**src/rtl/irq_conditioner.sv**
```systemverilog
// Interrupt line conditioner: sync, polarity, level/edge latch, optional debounce (IRQ_CONDITIONER_DEBOUNCE_EN).
// Latency: input change to w_int_src in 3 clocks (4+DEBOUNCE with debounce); register read data 1 clock after w_offset.
// Backpressure: none; register accesses complete every cycle and interrupt lines are levels.
module irq_conditioner #(
    parameter int N_SRC = 32,
    parameter int W_DB  = 8
) (
    input  logic             CLK,
    input  logic             RST_X,
    input  logic [29:0]      w_offset,
    input  logic             w_we,
    input  logic [31:0]      w_wdata,
    output logic [31:0]      w_rdata,
    input  logic [N_SRC-1:0] w_irq_in,
    output logic [N_SRC-1:0] w_int_src
);

    localparam logic [29:0] OFF_MODE  = 30'h00;
    localparam logic [29:0] OFF_POL   = 30'h04;
    localparam logic [29:0] OFF_LATCH = 30'h08;
    localparam logic [29:0] OFF_RAW   = 30'h0C;
    localparam logic [29:0] OFF_DEB   = 30'h10;

    logic [N_SRC-1:0] s1, s2, filt, cond, cond_q;
    logic [N_SRC-1:0] mode_q, pol_q, latch_q;
    logic [N_SRC-1:0] mode_nxt, latch_nxt, edge_set, w1c, mode_clr, int_nxt;
    logic [W_DB-1:0]  db_q;
    logic             wr_mode, wr_pol, wr_latch;
    logic [31:0]      rd;

    assign wr_mode  = w_we && (w_offset == OFF_MODE);
    assign wr_pol   = w_we && (w_offset == OFF_POL);
    assign wr_latch = w_we && (w_offset == OFF_LATCH);

    always_ff @(posedge CLK or negedge RST_X) begin
        if (!RST_X) begin
            s1 <= '0;
            s2 <= '0;
        end else begin
            s1 <= w_irq_in;
            s2 <= s1;
        end
    end

`ifdef IRQ_CONDITIONER_DEBOUNCE_EN
    logic [N_SRC-1:0] f_q;
    logic [W_DB-1:0]  cnt_q [N_SRC];
    logic             wr_deb;

    assign wr_deb = w_we && (w_offset == OFF_DEB);
    assign filt   = f_q;

    // A line must disagree with its filtered value for DEBOUNCE+1 straight cycles to flip it.
    always_ff @(posedge CLK or negedge RST_X) begin
        if (!RST_X) begin
            db_q <= '0;
            f_q  <= '0;
            for (int i = 0; i < N_SRC; i++) cnt_q[i] <= '0;
        end else begin
            if (wr_deb) db_q <= w_wdata[W_DB-1:0];
            for (int i = 0; i < N_SRC; i++) begin
                if (s2[i] == f_q[i]) begin
                    cnt_q[i] <= '0;
                end else if (cnt_q[i] == db_q) begin
                    f_q[i]   <= s2[i];
                    cnt_q[i] <= '0;
                end else begin
                    cnt_q[i] <= cnt_q[i] + W_DB'(1);
                end
            end
        end
    end
`else
    assign filt = s2;
    assign db_q = '0;
`endif

    assign cond     = filt ^ pol_q;
    assign edge_set = mode_q & cond & ~cond_q;
    assign w1c      = wr_latch ? w_wdata[N_SRC-1:0] : '0;
    assign mode_clr = wr_mode ? (mode_q & ~w_wdata[N_SRC-1:0]) : '0;
    assign mode_nxt = wr_mode ? w_wdata[N_SRC-1:0] : mode_q;
    // A fresh edge beats a same-cycle W1C; leaving edge mode always wipes the latch.
    assign latch_nxt = ((latch_q & ~w1c) | edge_set) & ~mode_clr;
    assign int_nxt   = (mode_nxt & latch_nxt) | (~mode_nxt & cond);

    always_comb begin
        rd = '0;
        case (w_offset)
            OFF_MODE:  rd[N_SRC-1:0] = mode_q;
            OFF_POL:   rd[N_SRC-1:0] = pol_q;
            OFF_LATCH: rd[N_SRC-1:0] = latch_q;
            OFF_RAW:   rd[N_SRC-1:0] = cond;
            OFF_DEB:   rd[W_DB-1:0]  = db_q;
            default:   rd = '0;
        endcase
    end

    always_ff @(posedge CLK or negedge RST_X) begin
        if (!RST_X) begin
            mode_q    <= '0;
            pol_q     <= '0;
            latch_q   <= '0;
            cond_q    <= '0;
            w_int_src <= '0;
            w_rdata   <= '0;
        end else begin
            mode_q    <= mode_nxt;
            if (wr_pol) pol_q <= w_wdata[N_SRC-1:0];
            latch_q   <= latch_nxt;
            cond_q    <= cond;
            w_int_src <= int_nxt;
            w_rdata   <= rd;
        end
    end

endmodule

```
**config.mk**
```make
export PLATFORM = sky130hd
export DESIGN_NAME = irq_conditioner
export DESIGN_NICKNAME = d
export VERILOG_FILES = /design/src/rtl/irq_conditioner.sv
export SDC_FILE = /design/constraint.sdc
export NUM_CORES = 1
export LEC_CHECK = 0
export BUFFER_PORTS_ARGS = -buffer_cell sky130_fd_sc_hd__buf_2
export CAP_MARGIN = 20
export CORE_ASPECT_RATIO = 2
export CORE_MARGIN = 2
export CORE_UTILIZATION = 30
export CTS_CLUSTER_SIZE = 14
export DETAILED_ROUTE_END_ITERATION = 8
export SLEW_MARGIN = 20
export SYNTH_ARGS = -nofsm -noshare
export SYNTH_HDL_FRONTEND = slang
export SYNTH_SLANG_ARGS = --single-unit
```
**constraint.sdc**
```tcl
create_clock -name CLK -period 1.2 [get_ports CLK]
set_input_delay 0.24 -clock CLK [delete_from_list [all_inputs] [get_ports CLK]]
set_output_delay 0.24 -clock CLK [all_outputs]
set_load 0.05 [all_outputs]
```
==> flow_metrics.tcl, run 1 <==
set metrics [dict create \
    status "finished, violations left" \
    violations "setup timing" \
    ys_seq_area_share_pct 62.9 \
    required_ns 1.61 \
    synth.area.top_cells "dfrtp_1 (63%), mux2_4 (4.4%), xnor2_1 (3.6%), mux2_2 (3.5%), mux2i_1 (3.3%)" \
    drtIter0Drc 493 \
    reg2reg_from "pol_q[5]" \
    cts_buffers 25 \
    ant_nets 0 \
    cts.sinks 256 \
    cts_tree "yes" \
    dp_hpwl_mm 19.7 \
    slew_headroom_pct 63.8 \
    fill_cells 2888 \
    coreArea_mm2 0.0335 \
    antenna_found_initial 1 \
    post_drt_via_cell_ratio 4.81 \
    rsz0062_at_grt "true" \
    clock_power_share_pct 42.4 \
    synth-simple-area-share_pct 7.76 \
    finalHoldViolations 0 \
    yosysWarnings 0 \
    p_per_area_mw_per_mm2 1140 \
    wire_per_inst_um 19.6 \
    critPathCaptureType "flop" \
    die_x_um 134 \
    synth_top_cell_area_share_pct 62.9 \
    netlist.top_cell.by_area "dfrtp_1" \
    final_max_slew_viol_count 0 \
    critPathMaxStageDelay_ns 0.47 \
    die_area_mm2 0.0355 \
    overflow 0 \
    nets 1248 \
    arrival_ns 2.20 \
    ys_ff_latch 256 \
    switchingPower_mw 4.26 \
    grt_max_degree 33 \
    routed_wl_mm 31.4 \
    worstMarginPinSlew_ns 0.544 \
    area_growth_pct 57.6 \
    cts_htree_levels 1 \
    vdd_drop_max_uv 927 \
    highest_layer "met5" \
    synth_edf_count 0 \
    synth_nets 881 \
    r2r-end "latch_q[5]" \
    period_share_pct 149 \
    io_pins 161 \
    synthArstFlopShare_pct 100 \
    antenna_cells 0 \
    crit_chain "buf_8, nor4_4, nand4_1, buf_6, nand3b_4, or4_4, buf_12, mux2_4" \
    fin_cells 1599 \
    drc_errors 0 \
    seqPwrFrac_pct 49.2 \
    placed_cells 1464 \
    grt_pass1_vias 8680 \
    grt.total_usage_pct 18.0 \
    startpoint_type "input port" \
    leakage_nw 7.25 \
    synthFlopType "dfrtp_1" \
    wl_met2_mm 16.8 \
    startpoint "w_offset[24]" \
    utilization_pct 47.9 \
    synth_fa_ha_area_share_pct 0 \
    syn_inst 784 \
    p_sw_share_pct 23.4 \
    drtPass1Iterations 4 \
    synth_top_family_by_area "multiplexers" \
    die_h_um 265 \
    worstHoldPathType "in2reg" \
    vias 7697 \
    clock_path_buffers 3 \
    initial_core_util_pct 30.4 \
    grt_pass1_wl_mm 49.2 \
    dr_wl_met3_mm 1.32 \
    fp-row-count 95 \
    synth_compound_area_share_pct 8.48 \
    critPathMaxFanout 17 \
    fin_ws_ns -0.590 \
    met1_length_mm 11.7 \
    r2r_slack_ns -0.12 \
    clk-insertion-delay-late_ns 0.53 \
    holdPathEnd "latch_q[13]" \
    cap_violations 0 \
    p_int_mw 14.0 \
    min_period_ns 1.79 \
    root_buffer "clkbuf_16" \
    gp_congestion 0.799 \
    share_comb_of_total_power_pct 8.5 \
    io_buffers 160 \
    setup_viol 224 \
    ys_types 35 \
    worstSetupPathType "in2reg" \
    muxShareOfSynthArea_pct 11.3 \
    fin_area_mm2 0.0161 \
    synth_area_mm2 0.0102 \
    avgSynthCellArea_um2 13.0 \
    layout-drive-gt1-share_pct 47.6 \
    synth.most_common_cell "dfrtp_1" \
    synthTopCellsByCount "dfrtp_1 (256), inv_1 (71), nand2_1 (46), xnor2_1 (42), mux2i_1 (34)" \
    hold_depth 3 \
    clk_pin_slew_ns 0.06 \
    skew_ns 0.0112 \
    setup_tns_ns -76.43 \
    hp-start "w_wdata[13]" \
    rr_worst_depth 4 \
    fmax_mhz 559 \
    synth-xor-area-share_pct 5.24 \
    dpl_cell_area_mm2 0.0127 \
    crit_slowest_cell "or4_4" \
]
-- logic make-up after synthesis --
kind of cell,count (synthesis)
flops,256
compound gates,133
simple gates,130
buf+inv,108
mux,96
xor+xnor,61
-- metrics by stage --
step | setup WS [ns] | power [mW] | hold WS (ns)
floorplan | -0.913 | 9.53 | -0.0556
global placement | -1.14 | 10.4 | 0.0557
detailed placement | -1.17 | 10.4 | 0.0555
CTS | -0.539 | 18.4 | 0.000776
global route | -0.598 | 18.9 | 0.0284
finish | -0.590 | 18.2 | 0.00986
-- registers in the layout, indices dropped and copies added, names as in the netlist --
register / flops
s1: 32
latch_q: 32
w_rdata: 32
cond_q: 32
mode_q: 32
pol_q: 32
w_int_src: 32
filt: 32
-- worst max-delay path: cells and delay by family --
kind	cells	cell delay (ns)
simple gates	4	1.14
mux	1	0.31
buf+inv	3	0.50
-- repair_timing --
action	in CTS	in global routing
pin swaps	36	22
cloned	14	0
hold buffers	50	0
endpoints found under the setup margin	224	224
gates resized for setup	302	51
setup buffers	31	8
endpoints found under the hold margin	306	0
-- how the worst max path moves through the flow --
stage	slack, ns	endpoint	depth (start not counted)
2_1_floorplan	-0.91	w_int_src[10]	6
3_5_place_dp	-1.17	w_int_src[31]	8
3_3_place_gp	-1.14	w_rdata[9]	9
5_1_grt	-0.60	pol_q[26]	8
4_1_cts	-0.54	pol_q[22]	8
6_report	-0.59	pol_q[26]	8
-- power groups by stage --
| stage | logic [mW] | registers, mW | clock network (mW) |
|---|---|---|---|
| floorplan | 0.278 | 9.25 | 0 |
| global placement | 1.28 | 9.10 | 0 |
| detailed placement | 1.30 | 9.11 | 0 |
| CTS | 1.55 | 8.96 | 7.92 |
| global route | 1.68 | 8.97 | 8.21 |
| finish | 1.55 | 8.96 | 7.72 |
-- placed cells by master, fill, tap and decap left out, types with 30 or more instances in the layout --
cell,synthesis,final
dfrtp_1,256,256
buf_4,3,107
buf_6,3,88
buf_2,4,87
inv_1,71,71
mux2_4,30,59
dlygate4sd3_1,0,50
nand2_1,46,46
xnor2_1,42,42
mux2i_1,34,30
-- layout make-up --
| class | instances | area, um2 | share of cell area, % |
|---|---|---|---|
| repair buffers | 377 | 3680 | 22.9 |
| clock buffers | 31 | 678 | 4.22 |
| inverters | 71 | 267 | 1.66 |
| clock inverters | 8 | 97.6 | 0.608 |
| well taps | 436 | 546 | 3.40 |
| multi-input cells | 420 | 4380 | 27.3 |
| flip-flops and latches | 256 | 6410 | 39.9 |
-- metal layers --
layer  vias up  global-route usage, %
met5         -                      0
met4         2                   8.17
met3        82                   2.07
met2       243                   33.4
met1      3893                   20.3
li1       3477                      -
Note: power is estimated with default switching activity, not from simulation.
==> inputs of run 2 (changes only) <==
- PLACE_DENSITY: not set -> 0.49
==> run 2 against run 1 <==
The flow still finishes with violations (setup timing); largest power group unchanged; sequential share of layout area up 0.38 points; via count decreased by 2.0%; count of clock-buffer cells in the layout increased by 1; first-iteration DRC count is 36% lower; design area fell by 0.91%; clock skew up 0.0055 ns; die area unchanged; hold slack better by 0.0036 ns; highest routed layer unchanged; total power grew 2.1%.
==> flow_metrics.tcl, run 2 (synthesized netlist as in run 1, its figures left out) <==
set metrics [dict create \
    status "finished, violations left" \
    violations "setup timing" \
    p_per_area_mw_per_mm2 1170 \
    wire_per_inst_um 19.7 \
    slew_headroom_pct 69.9 \
    p_sw_share_pct 23.5 \
    initial_core_util_pct 30.4 \
    period_share_pct 144 \
    coreArea_mm2 0.0335 \
    final_max_slew_viol_count 0 \
    clock_path_buffers 3 \
    rr_worst_depth 4 \
    grt_pass1_vias 8574 \
    cap_violations 0 \
    drtIter0Drc 316 \
    worstMarginPinSlew_ns 0.452 \
    leakage_nw 7.26 \
    startpoint_type "input port" \
    nets 1253 \
    worstSetupPathType "in2reg" \
    place_ws_ns -1.12 \
    fmax_mhz 579 \
    share_comb_of_total_power_pct 8.1 \
    worstHoldPathType "in2reg" \
    fin_ws_ns -0.527 \
    fin_area_mm2 0.0159 \
    utilization_pct 47.5 \
    clk_pin_slew_ns 0.06 \
    die_x_um 134 \
    skew_ns 0.0167 \
    clock_power_share_pct 43.8 \
    setup_tns_ns -70.80 \
    arrival_ns 2.14 \
    critPathCaptureType "flop" \
    cts_htree_levels 1 \
    drtPass1Iterations 4 \
    root_buffer "clkbuf_16" \
    setup_viol 224 \
    final_common_cell "dfrtp_1" \
    critPathMaxFanout 14 \
    die_area_mm2 0.0355 \
    register_area_mm2 0.00641 \
    rsz0062_at_grt "true" \
    clk-insertion-delay-late_ns 0.54 \
    cts_tree "yes" \
    cts.sinks 256 \
    seqPwrFrac_pct 48.1 \
    fin_cells 1611 \
    overflow 0 \
    dpl_cell_area_mm2 0.0128 \
    io_pins 161 \
    cts_buffers 25 \
    hold_depth 3 \
    io_buffers 160 \
    ant_nets 0 \
    whs_ns 0.0134 \
    die_h_um 265 \
    final_cell_mix "dfrtp_1 (254), buf_4 (112), buf_6 (103)" \
    vdd_drop_max_uv 992 \
    layout-drive-gt1-share_pct 47.7 \
    post_drt_via_cell_ratio 4.68 \
    p_int_mw 14.2 \
    grt_pass1_wl_mm 48.7 \
    area_growth_pct 56.1 \
    gp_congestion 0.765 \
    dp_hpwl_mm 21.1 \
    antenna_found_initial 5 \
    grt.total_usage_pct 17.9 \
    required_ns 1.62 \
    vias 7543 \
    switchingPower_mw 4.37 \
    r2r_slack_ns -0.12 \
    min_period_ns 1.73 \
    fill_cells 3063 \
    total_power_mw 18.6 \
    routed_wl_mm 31.8 \
    placed_cells 1475 \
    drc_errors 0 \
    grt_max_degree 61 \
    fp-row-count 95 \
    multi_input_area_mm2 0.00433 \
    finalHoldViolations 0 \
]
[run 2: cell types whose count changed in the layout (fill, tap and decap cells not counted), sizes merged]
| cell | previous run | this run |
|---|---|---|
| buf | 325 | 328 |
| clkbuf | 31 | 34 |
| bufbuf | 2 | 0 |
| diode | 0 | 2 |
| dlygate4sd3 | 50 | 52 |
| bufinv | 2 | 3 |
| clkinv | 6 | 7 |
| clkinvlp | 0 | 1 |
| inv | 71 | 72 |
[run 2: critical path, stage by stage]
cell and delay (ns):
buf_6 0.10, nor4_4 0.25, nand4_1 0.20, buf_6 0.20
nand3b_4 0.16, or4_4 0.48, buf_12 0.19, mux2_4 0.31
[run 2: power by group through the flow]
| stage | combinational, mW | clock, mW | sequential [mW] |
|---|---|---|---|
| 2_1_floorplan | 0.278 | 0 | 9.25 |
| 3_3_place_gp | 1.25 | 0 | 9.11 |
| 3_5_place_dp | 1.26 | 0 | 9.11 |
| 4_1_cts | 1.49 | 8.39 | 8.97 |
| 5_1_grt | 1.63 | 8.77 | 8.97 |
| 6_report | 1.50 | 8.15 | 8.96 |
[run 2: area by class of cell]
type | count | area share, %
Sequential cell | 256 | 40.3
Timing Repair Buffer | 382 | 22.1
Multi-Input combinational cell | 420 | 27.2
Tap cell | 436 | 3.43
Clock inverter | 12 | 0.912
Inverter | 71 | 1.68
Antenna cell | 2 | 0.0315
Clock buffer | 32 | 4.35
[run 2: metal layers]
| layer | global-route usage (%) | share of wire, % | up-vias |
|---|---|---|---|
| li1 | - | - | 3481 |
| met1 | 20.3 | 38 | 3833 |
| met2 | 32.9 | 54 | 157 |
| met3 | 2.37 | 2.9 | 68 |
| met4 | 8.36 | 4.4 | 4 |
| met5 | 0 | 0.066 | - |
[run 2: repair_timing]
| action | 4_1_cts | 5_1_grt |
|---|---|---|
| setup buffers | 27 | 14 |
| hold buffers | 52 | 0 |
| cloned | 4 | 2 |
| pin swaps | 28 | 36 |
| endpoints found under the hold margin | 307 | 0 |
| setup endpoints to repair | 223 | 224 |
| gates resized for setup | 276 | 55 |
[run 2: final timing paths]
kind | start | end
setup / recovery | w_offset[10] | pol_q[28]
hold / removal | w_wdata[3] | latch_q[3]
setup reg to reg | filt[24] | latch_q[24]
hold reg to reg | s1[13] | filt[13]
max in group asynchronous | RST_X | w_rdata[26]
min in group asynchronous | RST_X | pol_q[1]
==> inputs of run 3 (changes only) <==
- clock period: 1.2 -> 1.9 ns (I/O delays scaled with it)
==> run 3 against run 2 <==
The flow still finishes with violations (setup timing); critical path depth stayed put; register-to-register slack improved by 0.77 ns; first-iteration DRC count rose by 8.5%; final cell count is 7.4% lower; count of clock-buffer cells in the layout up 1; combinational power fell by 50%; clock skew is 0.0061 ns lower; total power shrank 38%; hold slack improved by 0.12 ns; largest power group unchanged.
==> flow_metrics.tcl, run 3 (synthesized netlist as in run 1, its figures left out) <==
set metrics [dict create \
    required_ns 2.30 \
    setup_viol 21 \
    cts_tree "yes" \
    drtIter0Drc 343 \
    vias 7050 \
    rr_worst_depth 4 \
    cts_buffers 25 \
    finalHoldViolations 0 \
    drc_errors 0 \
    crit_end "pol_q[26]" \
    cts.sinks 256 \
    min_period_ns 1.95 \
    post_drt_via_cell_ratio 4.73 \
    r2r-end "w_int_src[2]" \
    antenna_found_initial 1 \
    grt_pass1_wl_mm 45.2 \
    slew_headroom_pct 70.4 \
    final_max_slew_viol_count 0 \
    layout-drive-gt1-share_pct 33.9 \
    cap_violations 0 \
    fp-row-count 95 \
    vdd_drop_max_uv 565 \
    worstHoldPathType "in2reg" \
    drtPass1Iterations 6 \
    reg2reg_from "pol_q[2]" \
    ant_nets 0 \
    initial_core_util_pct 30.4 \
    hp-start "w_wdata[0]" \
    worstSetupPathType "in2reg" \
    fmax_mhz 514 \
    worstMarginPinSlew_ns 0.444 \
    period_share_pct 102 \
    grt.total_usage_pct 16.6 \
    routed_wl_mm 29.1 \
    die_h_um 265 \
    area_growth_pct 34.6 \
    violations "setup timing" \
    final_common_cell "dfrtp_1" \
    status "finished, violations left" \
    critPathMaxFanout 23 \
    grt_pass1_vias 7793 \
    die_x_um 134 \
    critPathCaptureType "flop" \
    hold_depth 2 \
    root_buffer "clkbuf_16" \
    antenna_cells 0 \
    clock_path_buffers 3 \
    fin_ws_ns -0.0470 \
    nets 1138 \
    cts_htree_levels 1 \
    dp_hpwl_mm 19.5 \
    total_power_mw 11.5 \
    skew_ns 0.0106 \
    startpoint_type "input port" \
    r2r_slack_ns 0.65 \
    io_pins 161 \
    final_cell_mix "dfrtp_1 (256), buf_2 (152), inv_1 (71)" \
    io_buffers 160 \
    wire_per_inst_um 19.5 \
    clk-insertion-delay-late_ns 0.53 \
    utilization_pct 40.9 \
    grt_max_degree 49 \
    rsz0062_at_grt "true" \
    fill_cells 3207 \
    clk_pin_slew_ns 0.06 \
    gp_congestion 0.763 \
    p_per_area_mw_per_mm2 841 \
    die_area_mm2 0.0355 \
    startpoint "w_offset[20]" \
    arrival_ns 2.35 \
    overflow 0 \
    leakage_nw 6.41 \
    coreArea_mm2 0.0335 \
]
## run 3: layer usage
layer / routed length [um] / global-route usage, %
met4: 667 / 5.04
met2: 15800 / 30.8
met5: 0 / 0
met3: 961 / 1.74
met1: 11700 / 19.8
## run 3: worst max-delay path, cell delays in order
cell      delay, ns
buf_6          0.10
nor4_4         0.26
nand4_1        0.21
buf_4          0.19
nand3b_4       0.16
or4_4          0.50
buf_12         0.23
mux2_4         0.32
## run 3: layout make-up
class	instances	area [um2]	share of cell area, %
clock buffer	33	676	4.93
timing repair buffer	267	2030	14.8
tap	436	546	3.98
sequential	256	6410	46.7
inverter	71	267	1.94
clock inverter	9	145	1.06
multi-input combinational	420	3640	26.5
## run 3: repair_timing
action,in CTS,in global routing
pin swaps,2,0
resized for setup,31,16
buffers inserted,13,4
hold endpoints to repair,71,0
setup endpoints to repair,110,86
gates cloned,3,2
hold buffers,33,0
## run 3: worst min path at each step
stage | to | slack [ns]
floorplan | cond_q[0] | 0.08
global placement | s1[23] | 0.32
detailed placement | s1[23] | 0.33
CTS | pol_q[8] | 0.11
global route | pol_q[8] | 0.12
finish | pol_q[0] | 0.13
## run 3: per-stage QoR
step,std cells,instance area [um2],hold WS (ns),setup slack [ns],TNS (ns)
finish,1492,13700,0.134,-0.0470,-0.681
global route,1492,13700,0.118,-0.126,-2.98
CTS,1490,13600,0.107,-0.112,-3.49
detailed placement,1399,12200,0.327,-0.776,-87.81
global placement,1399,12200,0.320,-0.706,-79.73
floorplan,784,10400,0.0844,-0.353,-30.30
## run 3: power by group
| part | internal, mW | switching (mW) |
|---|---|---|
| Clock | 3.03 | 2.11 |
| Combinational | 0.276 | 0.469 |
| Sequential | 5.58 | 0.0651 |
| Total | 8.89 | 2.64 |
